File: config.mk
export PLATFORM = sky130hd
export DESIGN_NAME = flit_arbiter_4x1
export DESIGN_NICKNAME = d
export VERILOG_FILES = /design/src/rtl/noc_pkg.sv /design/src/rtl/flit_arbiter_4x1_mux.sv /design/src/rtl/flit_arbiter_4x1.sv
export SDC_FILE = /design/constraint.sdc
export NUM_CORES = 1
export LEC_CHECK = 0
export BUFFER_PORTS_ARGS = -buffer_cell sky130_fd_sc_hd__buf_2
export CORE_MARGIN = 2
export CORE_UTILIZATION = 46
export CTS_CLUSTER_DIAMETER = 40
export DETAILED_ROUTE_END_ITERATION = 10
export HOLD_SLACK_MARGIN = 0.03
export PLACE_DENSITY = 0.81
export SYNTH_ARGS = -nofsm -noshare
export SYNTH_HDL_FRONTEND = slang
export SYNTH_SLANG_ARGS = --single-unit
export TNS_END_PERCENT = 10
File: constraint.sdc
create_clock -name clk -period 2.9 [get_ports clk]
set_input_delay 0 -clock clk [delete_from_list [all_inputs] [get_ports clk]]
set_output_delay 0 -clock clk [all_outputs]
set_load 0.05 [all_outputs]
File: src/rtl/noc_pkg.sv
// Shared definitions for the router output-port logic.
//   - flit type codes carried in the top FLIT_TYPE_W bits of every flit
//   - arbiter state encoding
package noc_pkg;

  // The flit type sits in bits [flit_width-1 : flit_width-FLIT_TYPE_W].
  localparam int FLIT_TYPE_W = 2;

  localparam logic [FLIT_TYPE_W-1:0] FLIT_BODY   = 2'b00;
  localparam logic [FLIT_TYPE_W-1:0] FLIT_HEAD   = 2'b01;
  localparam logic [FLIT_TYPE_W-1:0] FLIT_TAIL   = 2'b10;
  localparam logic [FLIT_TYPE_W-1:0] FLIT_SINGLE = 2'b11;

  typedef enum logic {
    IDLE   = 1'b0,
    LOCKED = 1'b1
  } arb_state_e;

endpackage

File: src/rtl/flit_arbiter_4x1_mux.sv
// mux_flit_4x1: four-to-one flit datapath multiplexer.
// Ports:
//   d0..d3  in  flit_width : candidate flits, ports 0..3
//   sel     in  2          : port index to pass through
//   q       out flit_width : selected flit
module mux_flit_4x1 #(
  parameter int flit_width = 12
) (
  input  logic [flit_width-1:0] d0,
  input  logic [flit_width-1:0] d1,
  input  logic [flit_width-1:0] d2,
  input  logic [flit_width-1:0] d3,
  input  logic [1:0]            sel,
  output logic [flit_width-1:0] q
);

  always_comb begin
    case (sel)
      2'd0:    q = d0;
      2'd1:    q = d1;
      2'd2:    q = d2;
      default: q = d3;
    endcase
  end

endmodule

File: src/rtl/flit_arbiter_4x1.sv
// flit_arbiter_4x1: round-robin, wormhole-locking arbiter for one router
// output. Picks one of four input ports, holds that choice from head to tail
// flit, and registers the chosen flit into a one-entry valid/ready stage.
//
// Ports:
//   clk, rst_n      : clock (rising edge), async active-low reset
//   flit1..flit4    : input flits, ports 0..3
//   in_valid[3:0]   : per-port flit valid
//   in_ready[3:0]   : per-port accept, one-hot or zero (combinational)
//   out_flit        : registered output flit
//   out_valid       : out_flit holds a flit
//   out_ready       : downstream takes out_flit this cycle
//   select[1:0]     : current mux select (combinational)
//   locked          : a packet is in progress
//   err             : one-cycle pulse after a body/tail is accepted in IDLE
//
// state  | meaning
// -------+-----------------------------------------------------------------
// IDLE   | no packet open; round-robin pick starting at ptr
// LOCKED | head accepted from owner; only owner is served until tail/single
module flit_arbiter_4x1
  import noc_pkg::*;
#(
  parameter int flit_width = 12
) (
  input  logic                  clk,
  input  logic                  rst_n,
  input  logic [flit_width-1:0] flit1,
  input  logic [flit_width-1:0] flit2,
  input  logic [flit_width-1:0] flit3,
  input  logic [flit_width-1:0] flit4,
  input  logic [3:0]            in_valid,
  output logic [3:0]            in_ready,
  output logic [flit_width-1:0] out_flit,
  output logic                  out_valid,
  input  logic                  out_ready,
  output logic [1:0]            select,
  output logic                  locked,
  output logic                  err
);

  localparam int TYPE_LSB = flit_width - FLIT_TYPE_W;

  arb_state_e state, state_nxt;
  logic [1:0] ptr, ptr_nxt;
  logic [1:0] owner, owner_nxt;
  logic       err_nxt;

  logic [flit_width-1:0]  mux_flit;
  logic [FLIT_TYPE_W-1:0] acc_type;
  logic [2:0]             pick;
  logic                   can_accept;
  logic                   accept;

  // Returns {found, index}: first requester scanning start, start+1, ... mod 4.
  // Scanning downwards lets the lowest offset overwrite the others.
  function automatic logic [2:0] rr_pick(input logic [3:0] req, input logic [1:0] start);
    logic [1:0] idx;
    rr_pick = 3'b000;
    for (int k = 3; k >= 0; k--) begin
      idx = start + 2'(k);
      if (req[idx]) rr_pick = {1'b1, idx};
    end
  endfunction

  mux_flit_4x1 #(.flit_width(flit_width)) u_mux (
    .d0  (flit1),
    .d1  (flit2),
    .d2  (flit3),
    .d3  (flit4),
    .sel (select),
    .q   (mux_flit)
  );

  assign pick       = rr_pick(in_valid, ptr);
  assign can_accept = ~out_valid | out_ready;
  assign accept     = |in_ready;
  assign acc_type   = mux_flit[flit_width-1:TYPE_LSB];
  assign locked     = (state == LOCKED);

  // State register plus the arbitration context it owns.
  always_ff @(posedge clk or negedge rst_n) begin
    if (!rst_n) begin
      state <= IDLE;
      ptr   <= 2'd0;
      owner <= 2'd0;
      err   <= 1'b0;
    end else begin
      state <= state_nxt;
      ptr   <= ptr_nxt;
      owner <= owner_nxt;
      err   <= err_nxt;
    end
  end

  // Next state. A stray body/tail in IDLE is forwarded as a one-flit packet,
  // so it advances the pointer exactly like a single.
  always_comb begin
    state_nxt = state;
    ptr_nxt   = ptr;
    owner_nxt = owner;
    err_nxt   = 1'b0;
    if (accept) begin
      case (state)
        IDLE: begin
          if (acc_type == FLIT_HEAD) begin
            state_nxt = LOCKED;
            owner_nxt = select;
          end else begin
            ptr_nxt = select + 2'd1;
            err_nxt = (acc_type == FLIT_BODY) || (acc_type == FLIT_TAIL);
          end
        end
        LOCKED: begin
          if ((acc_type == FLIT_TAIL) || (acc_type == FLIT_SINGLE)) begin
            state_nxt = IDLE;
            ptr_nxt   = owner + 2'd1;
          end
        end
        default: state_nxt = IDLE;
      endcase
    end
  end

  // Outputs. Gated by rst_n so that ready/select read zero while reset is
  // held, even if requesters are already asserting valid.
  always_comb begin
    select   = 2'd0;
    in_ready = 4'b0000;
    if (rst_n) begin
      if (state == LOCKED) begin
        select = owner;
        if (in_valid[owner] && can_accept) in_ready[owner] = 1'b1;
      end else begin
        select = pick[2] ? pick[1:0] : ptr;
        if (pick[2] && can_accept) in_ready[pick[1:0]] = 1'b1;
      end
    end
  end

  // One-entry output stage; a drain and a new accept in the same cycle keep
  // out_valid high and replace the flit.
  always_ff @(posedge clk or negedge rst_n) begin
    if (!rst_n) begin
      out_flit  <= '0;
      out_valid <= 1'b0;
    end else if (accept) begin
      out_flit  <= mux_flit;
      out_valid <= 1'b1;
    end else if (out_ready) begin
      out_valid <= 1'b0;
    end
  end

endmodule

==> results of run 1 <==
-- cell families after synthesis --
| group | count (synthesis) | share of synthesized area (%) |
|---|---|---|
| and+or+nand+nor | 57 | 21.1 |
| AOI/OAI and AO/OA | 42 | 20.3 |
| muxes | 31 | 21.8 |
| DFF | 19 | 31.6 |
| buffers and inverters | 13 | 4.65 |
| xor gates and xnor gates | 1 | 0.582 |
-- layer usage --
metal / up-vias / part of all wire [%]
li1: 736 / -
met1: 660 / 40
met2: 70 / 50
met3: 8 / 8.0
met4: 0 / 1.7
met5: - / 0
-- power breakdown --
part | switching, mW | total [mW] | internal [mW]
combinational | 0.996 | 1.53 | 0.536
clock | 0.0743 | 0.128 | 0.0536
sequential | 0.130 | 0.524 | 0.394
total | 1.20 | 2.18 | 0.983
-- sequential cells by signal, indices dropped and copies added, names as in the netlist --
signal	count
err	1
locked	1
out_flit	12
out_valid	1
owner	2
ptr	2
-- Yosys cell counts, types with 3 or more instances --
master,number,share of area (%)
a21o_1,3,1.5
nand2b_1,4,1.7
and2_1,3,1.2
o21ai_0,14,4.7
buf_4,3,1.5
nor2_1,6,1.5
nand2_1,28,7.0
dfrtp_1,19,32
mux2_2,11,8.2
mux2_1,4,3.0
nor3_1,3,1.0
o21ai_1,11,3.7
clkbuf_1,3,0.75
a21oi_1,3,1.0
mux2i_1,16,11
-- final timing paths --
check | to | start | slack [ps]
setup / recovery | ptr[0]$_DFFE_PN0P_ | ptr[1]$_DFFE_PN0P_ | 500
hold / removal | out_flit[6]$_DFFE_PN0P_ | flit3[6] | 100
setup reg to reg | ptr[0]$_DFFE_PN0P_ | ptr[1]$_DFFE_PN0P_ | 500
hold reg to reg | out_flit[10]$_DFFE_PN0P_ | out_flit[10]$_DFFE_PN0P_ | 480
max in group asynchronous | out_flit[2]$_DFFE_PN0P_ | rst_n | 2350
min in group asynchronous | out_valid$_DFFE_PN0P_ | rst_n | 200
-- worst max-delay path, delay by kind of cell, from the launching register on --
kind / cells / cell delay (ps)
flip-flops: 1 / 490
AND/OR/NAND/NOR: 1 / 190
AO/OA/AOI/OAI: 4 / 900
multiplexers: 2 / 720
-- what timing repair did --
item                                   4_1_cts  5_1_grt
buffers inserted                             0        0
endpoints found under the hold margin       20        0
hold buffers                                 2        0
-- cell type report --
class / count / area share [%]
Clock buffer: 4 / 1.34
Timing Repair Buffer: 81 / 21.8
Sequential cell: 19 / 24.3
Tap cell: 44 / 2.82
Multi-Input combinational cell: 131 / 49.2
Inverter: 3 / 0.576
-- through the flow --
stage / hold WS (ps) / setup slack [ps] / utilization [%] / total power [mW]
global route: 126 / 323 / 63.5 / 2.35
finish: 100 / 500 / 63.5 / 2.18
global placement: 5.02 / 527 / 62.0 / 2.05
detailed placement: 0.622 / 502 / 62.0 / 2.07
floorplan: -296 / 17.5 / - / 1.75
CTS: 104 / 485 / 63.5 / 2.20
==> out/qor.txt, run 1 <==
status: finished, final reports clean
Post-CTS Resized: 0
nets: 294
total I/O pin count: 76
Worst setup SP type: flip-flop
Most used DFF post-synth: dfrtp_1
M2 GR Usage: 37.8%
WL final: 3.63 mm
Worst-Skew Late Latency: 300 ps
Worst Tran Pin Value: 506 ps
antenna-violating nets left: 0
busiest grt layer: met2
Placed Instance Area: 1910 um2
Async SR Flop Fraction: 100%
Multi-input gate area: 961 um2
commonest non-fill, non-tap cells in the layout: buf_2 (75), nand2_1 (28), dfrtp_1 (19)
H-Tree Depth: 1
met3 Track Usage GR: 3.57%
Die Ht: 61.2 um
All-Layer GR Usage: 21.1%
setup TNS: 0 ps
CTS clk-pin slew, worst paths: 100 ps
post-route cell area: 1950 um2
P&R area growth vs syn: 29.7%
initial antenna violation count: 0
Min Clock Period, post-route: 2400 ps
post-synthesis cell type count: 42
worst stage delay on the critical path: 490 ps
largest net degree at the start of global routing: 25
routability cong.: 0.932
CP cell instances: nand2b_1 -> a21oi_1 -> a221oi_4 -> o311ai_4 -> mux2_2 -> a31o_1 -> mux2_1
filler cell count: 283
max_slew headroom: 66.2%
port buffer count: 75
DRT Pass-1 Iters: 5
clk_skew: 8.86 ps
Clock Tree Buf Depth: 2
critical path's slowest cell: dfrtp_1
crit path kind: reg -> reg
layout cells sized above 1: 43.7%
Detailed Place HPWL: 2.97 mm
Leak Pwr: 1.01 nW
Syn Area/Cell: 9.24 um2
die area: 3750 um2
Num CTS Buffers: 3
post-synth net total: 218
Hold Path Cell Cnt: 4
Routed wire per std cell: 12.9 um
Yosys warning total: 0
unrepaired setup endpoints after global routing: no
clk sinks: 19
first-pass GRT wire length: 5.77 mm
crit share post-route: 82.7%
CTS tree: done
Hold Path Class: in -> reg
worst r2r path cells: 7
CP max FO: 8
#FFs+latches synth: 19
# diodes: 0
Placed Cells incl. Taps: 276
Worst Path Arrival: 2580 ps
row count: 20
PD cells: 1120 nW/um2
core area: 3080 um2
Fin. Hold Viols: 0
GR Layer Usage met1: 24.4%
vias per std cell: 5.23
Worst VDD drop: 0.584 mV
Fmax: 417 MHz
max-slew violations: 0
Root Driver: clkbuf_4
DRC Markers: 0
Initial Utilization: 48.9%
DRT iter0 DRCs: 52
CP required: 3080 ps
Seq/Total Area, Yosys: 31.6%
CP endpoint kind: flip-flop
non-filler cells, final: 282
total gr overflow: 0
commonest non-fill, non-tap cell in the layout: buf_2
Mapped Area: 1510 um2
die width: 61.2 um
Syn Inst Count: 163
Post-synth EDFFs: 0
vias in the first global route: 1,378
max-cap violations: 0
Vias: 1,474
setup violators final: 0
Seq. cell area: 475 um2
(Power assumes the default switching activity.)
==> run 2, diff against run 1 <==
Settings changed: CORE_UTILIZATION 46 to 41, PLACE_DENSITY 0.81 to 0.76.
Clock period 2.9 ns to 2.1 ns, I/O delays scaled along.
==> out/qor.txt, run 2 (synthesis results as in run 1) <==
failing checks: setup timing
die area: 4180 um2
DRT iter0 DRCs: 60
vias in the first global route: 1,339
Place WS: -172 ps
first-pass GRT wire length: 6.28 mm
r2r startpoint: ptr[1]$_DFFE_PN0P_
unrepaired setup endpoints after global routing: yes
flop-to-flop setup slack: -100 ps
clk sinks: 19
P&R area growth vs syn: 46.9%
max-cap violations: 0
CTS tree: done
Initial Utilization: 41.8%
vias per std cell: 4.97
Worst-Skew Late Latency: 250 ps
crit path kind: reg -> reg
worst r2r path cells: 8
# diodes: 0
row count: 22
die width: 64.6 um
WL final: 4.01 mm
Worst Path Arrival: 2340 ps
status: finished, violations left
max-slew violations: 0
Worst Tran Pin Value: 381 ps
port buffer count: 75
DRC Markers: 0
H-Tree Depth: 1
initial antenna violation count: 0
nets: 315
Die Ht: 64.6 um
crit share post-route: 105%
total I/O pin count: 76
routability cong.: 0.845
layout cells sized above 1: 54.1%
CTS clk-pin slew, worst paths: 70 ps
setup violators final: 15
Hold Crit Endpoint: out_valid$_DFFE_PN0P_
Worst Setup Slack, final: -105 ps
CP cell instances: buf_4 -> a221oi_4 -> o311ai_4 -> inv_2 -> a21oi_1 -> a22o_1 -> nor3b_2 -> mux2_1
total gr overflow: 0
Fmax: 454 MHz
M2 GR Usage: 32.3%
PD cells: 1550 nW/um2
setup TNS: -846 ps
Min Clock Period, post-route: 2200 ps
Worst setup SP type: flip-flop
Hold Crit Start: out_ready
Detailed Place HPWL: 3.26 mm
critical path's slowest cell: dfrtp_2
max reg flops: 12
commonest non-fill, non-tap cell in the layout: buf_2
total power: 3.43 mW
antenna-violating nets left: 0
most flop-heavy register: out_flit
Hold Path Cell Cnt: 3
Fin. Hold Viols: 0
GR Layer Usage met1: 25.9%
Root Driver: clkbuf_8
largest net degree at the start of global routing: 19
DRT Pass-1 Iters: 4
Vias: 1,526
Num CTS Buffers: 3
Routed wire per std cell: 13.1 um
worst stage delay on the critical path: 440 ps
busiest grt layer: met2
Reg-to-Reg End: owner[1]$_DFFE_PN0P_
core area: 3610 um2
Hold Path Class: in -> reg
All-Layer GR Usage: 18.9%
CP max FO: 6
met3 Track Usage GR: 2.95%
Largest regs: out_flit (12), owner (2), ptr (2)
commonest non-fill, non-tap cells in the layout: buf_2 (74), nand2_1 (28), buf_4 (24)
max_slew headroom: 74.6%
CP endpoint kind: flip-flop
Leak Pwr: 1.13 nW
clk_skew: 4.70 ps
Clock Tree Buf Depth: 2
Worst VDD drop: 0.788 mV
filler cell count: 330
CP required: 2230 ps
run 2: timing repair:
action,CTS,global route
setup buffers,2,0
setup endpoints to repair,15,18
endpoints found under the hold margin,19,0
resized for setup,4,8
pin swaps,5,2
hold buffers,1,0
run 2: stage by stage:
step / hold slack [ps] / area [um2] / util [%] / instances
2_1_floorplan: -296 / 1540 / - / 163
3_3_place_gp: -160 / 2100 / 58.3 / 300
3_5_place_dp: -161 / 2100 / 58.3 / 300
4_1_cts: 52.7 / 2190 / 60.8 / 307
5_1_grt: 78.0 / 2210 / 61.4 / 307
6_report: 45.5 / 2210 / 61.4 / 307
run 2: report_power, final:
group | total, mW | switching (mW) | internal [mW]
clock network | 0.250 | 0.118 | 0.132
logic | 2.49 | 1.51 | 0.986
registers | 0.689 | 0.138 | 0.551
total | 3.43 | 1.76 | 1.67
run 2: per-layer routing:
metal | up-vias | part of all wire, %
li1 | 779 | -
met5 | - | 0
met1 | 704 | 47
met2 | 41 | 48
met4 | 0 | 0.35
met3 | 2 | 4.4
run 2: worst max-delay path by stage:
stage                     cells past startpoint  slack [ps]                from                   end
after global routing                          9        -210  ptr[1]$_DFFE_PN0P_    ptr[0]$_DFFE_PN0P_
after CTS                                     8        -120  ptr[1]$_DFFE_PN0P_  owner[1]$_DFFE_PN0P_
final                                         8        -100  ptr[1]$_DFFE_PN0P_  owner[1]$_DFFE_PN0P_
after floorplan                              10        -310  ptr[1]$_DFFE_PN0P_    ptr[0]$_DFFE_PN0P_
after detailed placement                      7        -170  ptr[1]$_DFFE_PN0P_    ptr[1]$_DFFE_PN0P_
after global placement                        7        -130  ptr[1]$_DFFE_PN0P_    ptr[1]$_DFFE_PN0P_
run 2: final cells by class:
cell class	count	area (um2)	area share, %
sequential	19	479	21.7
clock inverter	1	5.00	0.226
tap	48	60.1	2.71
timing repair buffer	102	603	27.2
clock buffer	3	41.3	1.87
multi-input combinational	131	1010	45.8
inverter	3	11.3	0.509
run 2: critical path: cells and delay by family (launching register included):
kind / cells / cell delay, ps
mux: 1 / 340
flops: 1 / 440
buf+inv: 2 / 250
simple gates: 1 / 220
compound gates: 4 / 820
==> run 3, diff against run 2 <==
Settings changed: BUFFER_PORTS_ARGS -buffer_cell sky130_fd_sc_hd__buf_2 to default, CORE_UTILIZATION 41 to 50, DONT_BUFFER_PORTS from default to 1, PLACE_DENSITY 0.76 to 0.68.
==> out/qor.txt, run 3 (synthesis results as in run 1) <==
DRT iter0 DRCs: 82
nets: 279
port buffer count: 0
crit share post-route: 108%
Clock Tree Buf Depth: 2
fin util: 78.4%
setup violators final: 14
Hold Path Cell Cnt: 3
Worst setup SP type: flip-flop
clk_skew: 16.3 ps
most flop-heavy register: out_flit
routability cong.: 0.838
WL final: 4.57 mm
max-slew violations: 0
die width: 58.9 um
failing checks: DRC, setup timing
Worst-Skew Late Latency: 320 ps
WHS: 17.5 ps
layout cells sized above 1: 32.3%
Seq. cell area: 480 um2
P&R area growth vs syn: 45.9%
max reg flops: 12
Num CTS Buffers: 3
# diodes: 0
Die Ht: 58.9 um
Min Clock Period, post-route: 2270 ps
Reg-to-Reg End: owner[1]$_DFFE_PN0P_
Leak Pwr: 0.994 nW
Hold Path Class: in -> reg
CP required: 2310 ps
H-Tree Depth: 1
non-filler cells, final: 254
core area: 2810 um2
total I/O pin count: 76
CTS clk-pin slew, worst paths: 120 ps
Fin. Hold Viols: 0
crit path kind: reg -> reg
Largest regs: out_flit (12), owner (2), ptr (2)
antenna-violating nets left: 0
Placed Cells incl. Taps: 213
unrepaired setup endpoints after global routing: yes
Worst Tran Pin Value: 905 ps
max-cap violations: 0
flop-to-flop setup slack: -170 ps
PD cells: 1550 nW/um2
first-pass GRT wire length: 6.96 mm
Hold Crit Start: flit1[9]
DRC Markers: 5
largest net degree at the start of global routing: 22
row count: 19
All-Layer GR Usage: 26.7%
status: finished, violations left
Detailed Place HPWL: 2.83 mm
Hold Crit Endpoint: out_flit[9]$_DFFE_PN0P_
Worst Path Arrival: 2480 ps
commonest non-fill, non-tap cell in the layout: dlygate4sd3_1
Root Driver: clkbuf_4
commonest non-fill, non-tap cells in the layout: dlygate4sd3_1 (36), nand2_1 (28), buf_4 (27)
Vias: 1,531
max_slew headroom: 39.5%
Routed wire per std cell: 18.0 um
Worst Setup Slack, final: -170 ps
r2r startpoint: ptr[1]$_DFFE_PN0P_
clk sinks: 19
CTS tree: done
Worst VDD drop: 1.14 mV
Initial Utilization: 53.7%
total gr overflow: 0
initial antenna violation count: 0
Multi-input gate area: 1030 um2
vias in the first global route: 1,498
DRT Pass-1 Iters: 7
vias per std cell: 6.03
worst r2r path cells: 7
die area: 3470 um2
CP endpoint kind: flip-flop
Place WS: -253 ps
CP max FO: 7
Fmax: 441 MHz
filler cell count: 178
[run 3: layout make-up]
cell class / count / area share [%]
clock buffers: 3 / 1.02
multi-input cells: 131 / 46.7
flip-flops and latches: 19 / 21.9
inverters: 3 / 0.512
clock inverters: 1 / 0.228
well taps: 31 / 1.76
repair buffers: 66 / 27.9
[run 3: stage by stage]
step                      TNS (ps)  power [mW]  instance area (um2)
final                        -1300        3.40                 2200
after global routing         -2710        3.58                 2200
after detailed placement     -3010        2.98                 1740
after floorplan              -2870        2.45                 1540
after global placement       -1980        2.91                 1740
after CTS                    -1010        3.30                 2170
[run 3: report_power, final]
part,internal (mW),total (mW),switching [mW]
sequential,0.543,1.15,0.606
clock,0.0713,0.194,0.122
combinational,0.967,2.06,1.09
total,1.58,3.40,1.82
[run 3: critical path, cell delays in order (launching register included)]
cell and delay, ps:
dfrtp_2 480, o221a_1 260, and2_4 190, o21ai_4 180
mux2i_1 260, mux2_2 230, nor3b_4 210, mux2_1 350
[run 3: metal layers]
layer | routed length [um] | vias up | global-route usage [%]
met5 | 0 | - | 0
met4 | 61 | 0 | 5.84
met3 | 334 | 13 | 5.93
met2 | 2380 | 77 | 49.5
met1 | 1790 | 734 | 31.1
li1 | - | 707 | -
[run 3: timing repair]
action / in CTS / in global routing
pin swaps: 5 / 0
resized for setup: 13 / 5
buffers inserted: 1 / 0
hold endpoints to repair: 31 / 1
endpoints found under the setup margin: 19 / 18
hold buffers: 35 / 1
[run 3: worst max path at each step]
stage               slack (ps)                from              endpoint
global placement          -170  ptr[1]$_DFFE_PN0P_    ptr[1]$_DFFE_PN0P_
global route              -260  ptr[1]$_DFFE_PN0P_  owner[1]$_DFFE_PN0P_
floorplan                 -310  ptr[1]$_DFFE_PN0P_    ptr[0]$_DFFE_PN0P_
finish                    -170  ptr[1]$_DFFE_PN0P_  owner[1]$_DFFE_PN0P_
detailed placement        -250  ptr[1]$_DFFE_PN0P_    ptr[1]$_DFFE_PN0P_
CTS                       -120  ptr[1]$_DFFE_PN0P_    ptr[1]$_DFFE_PN0P_
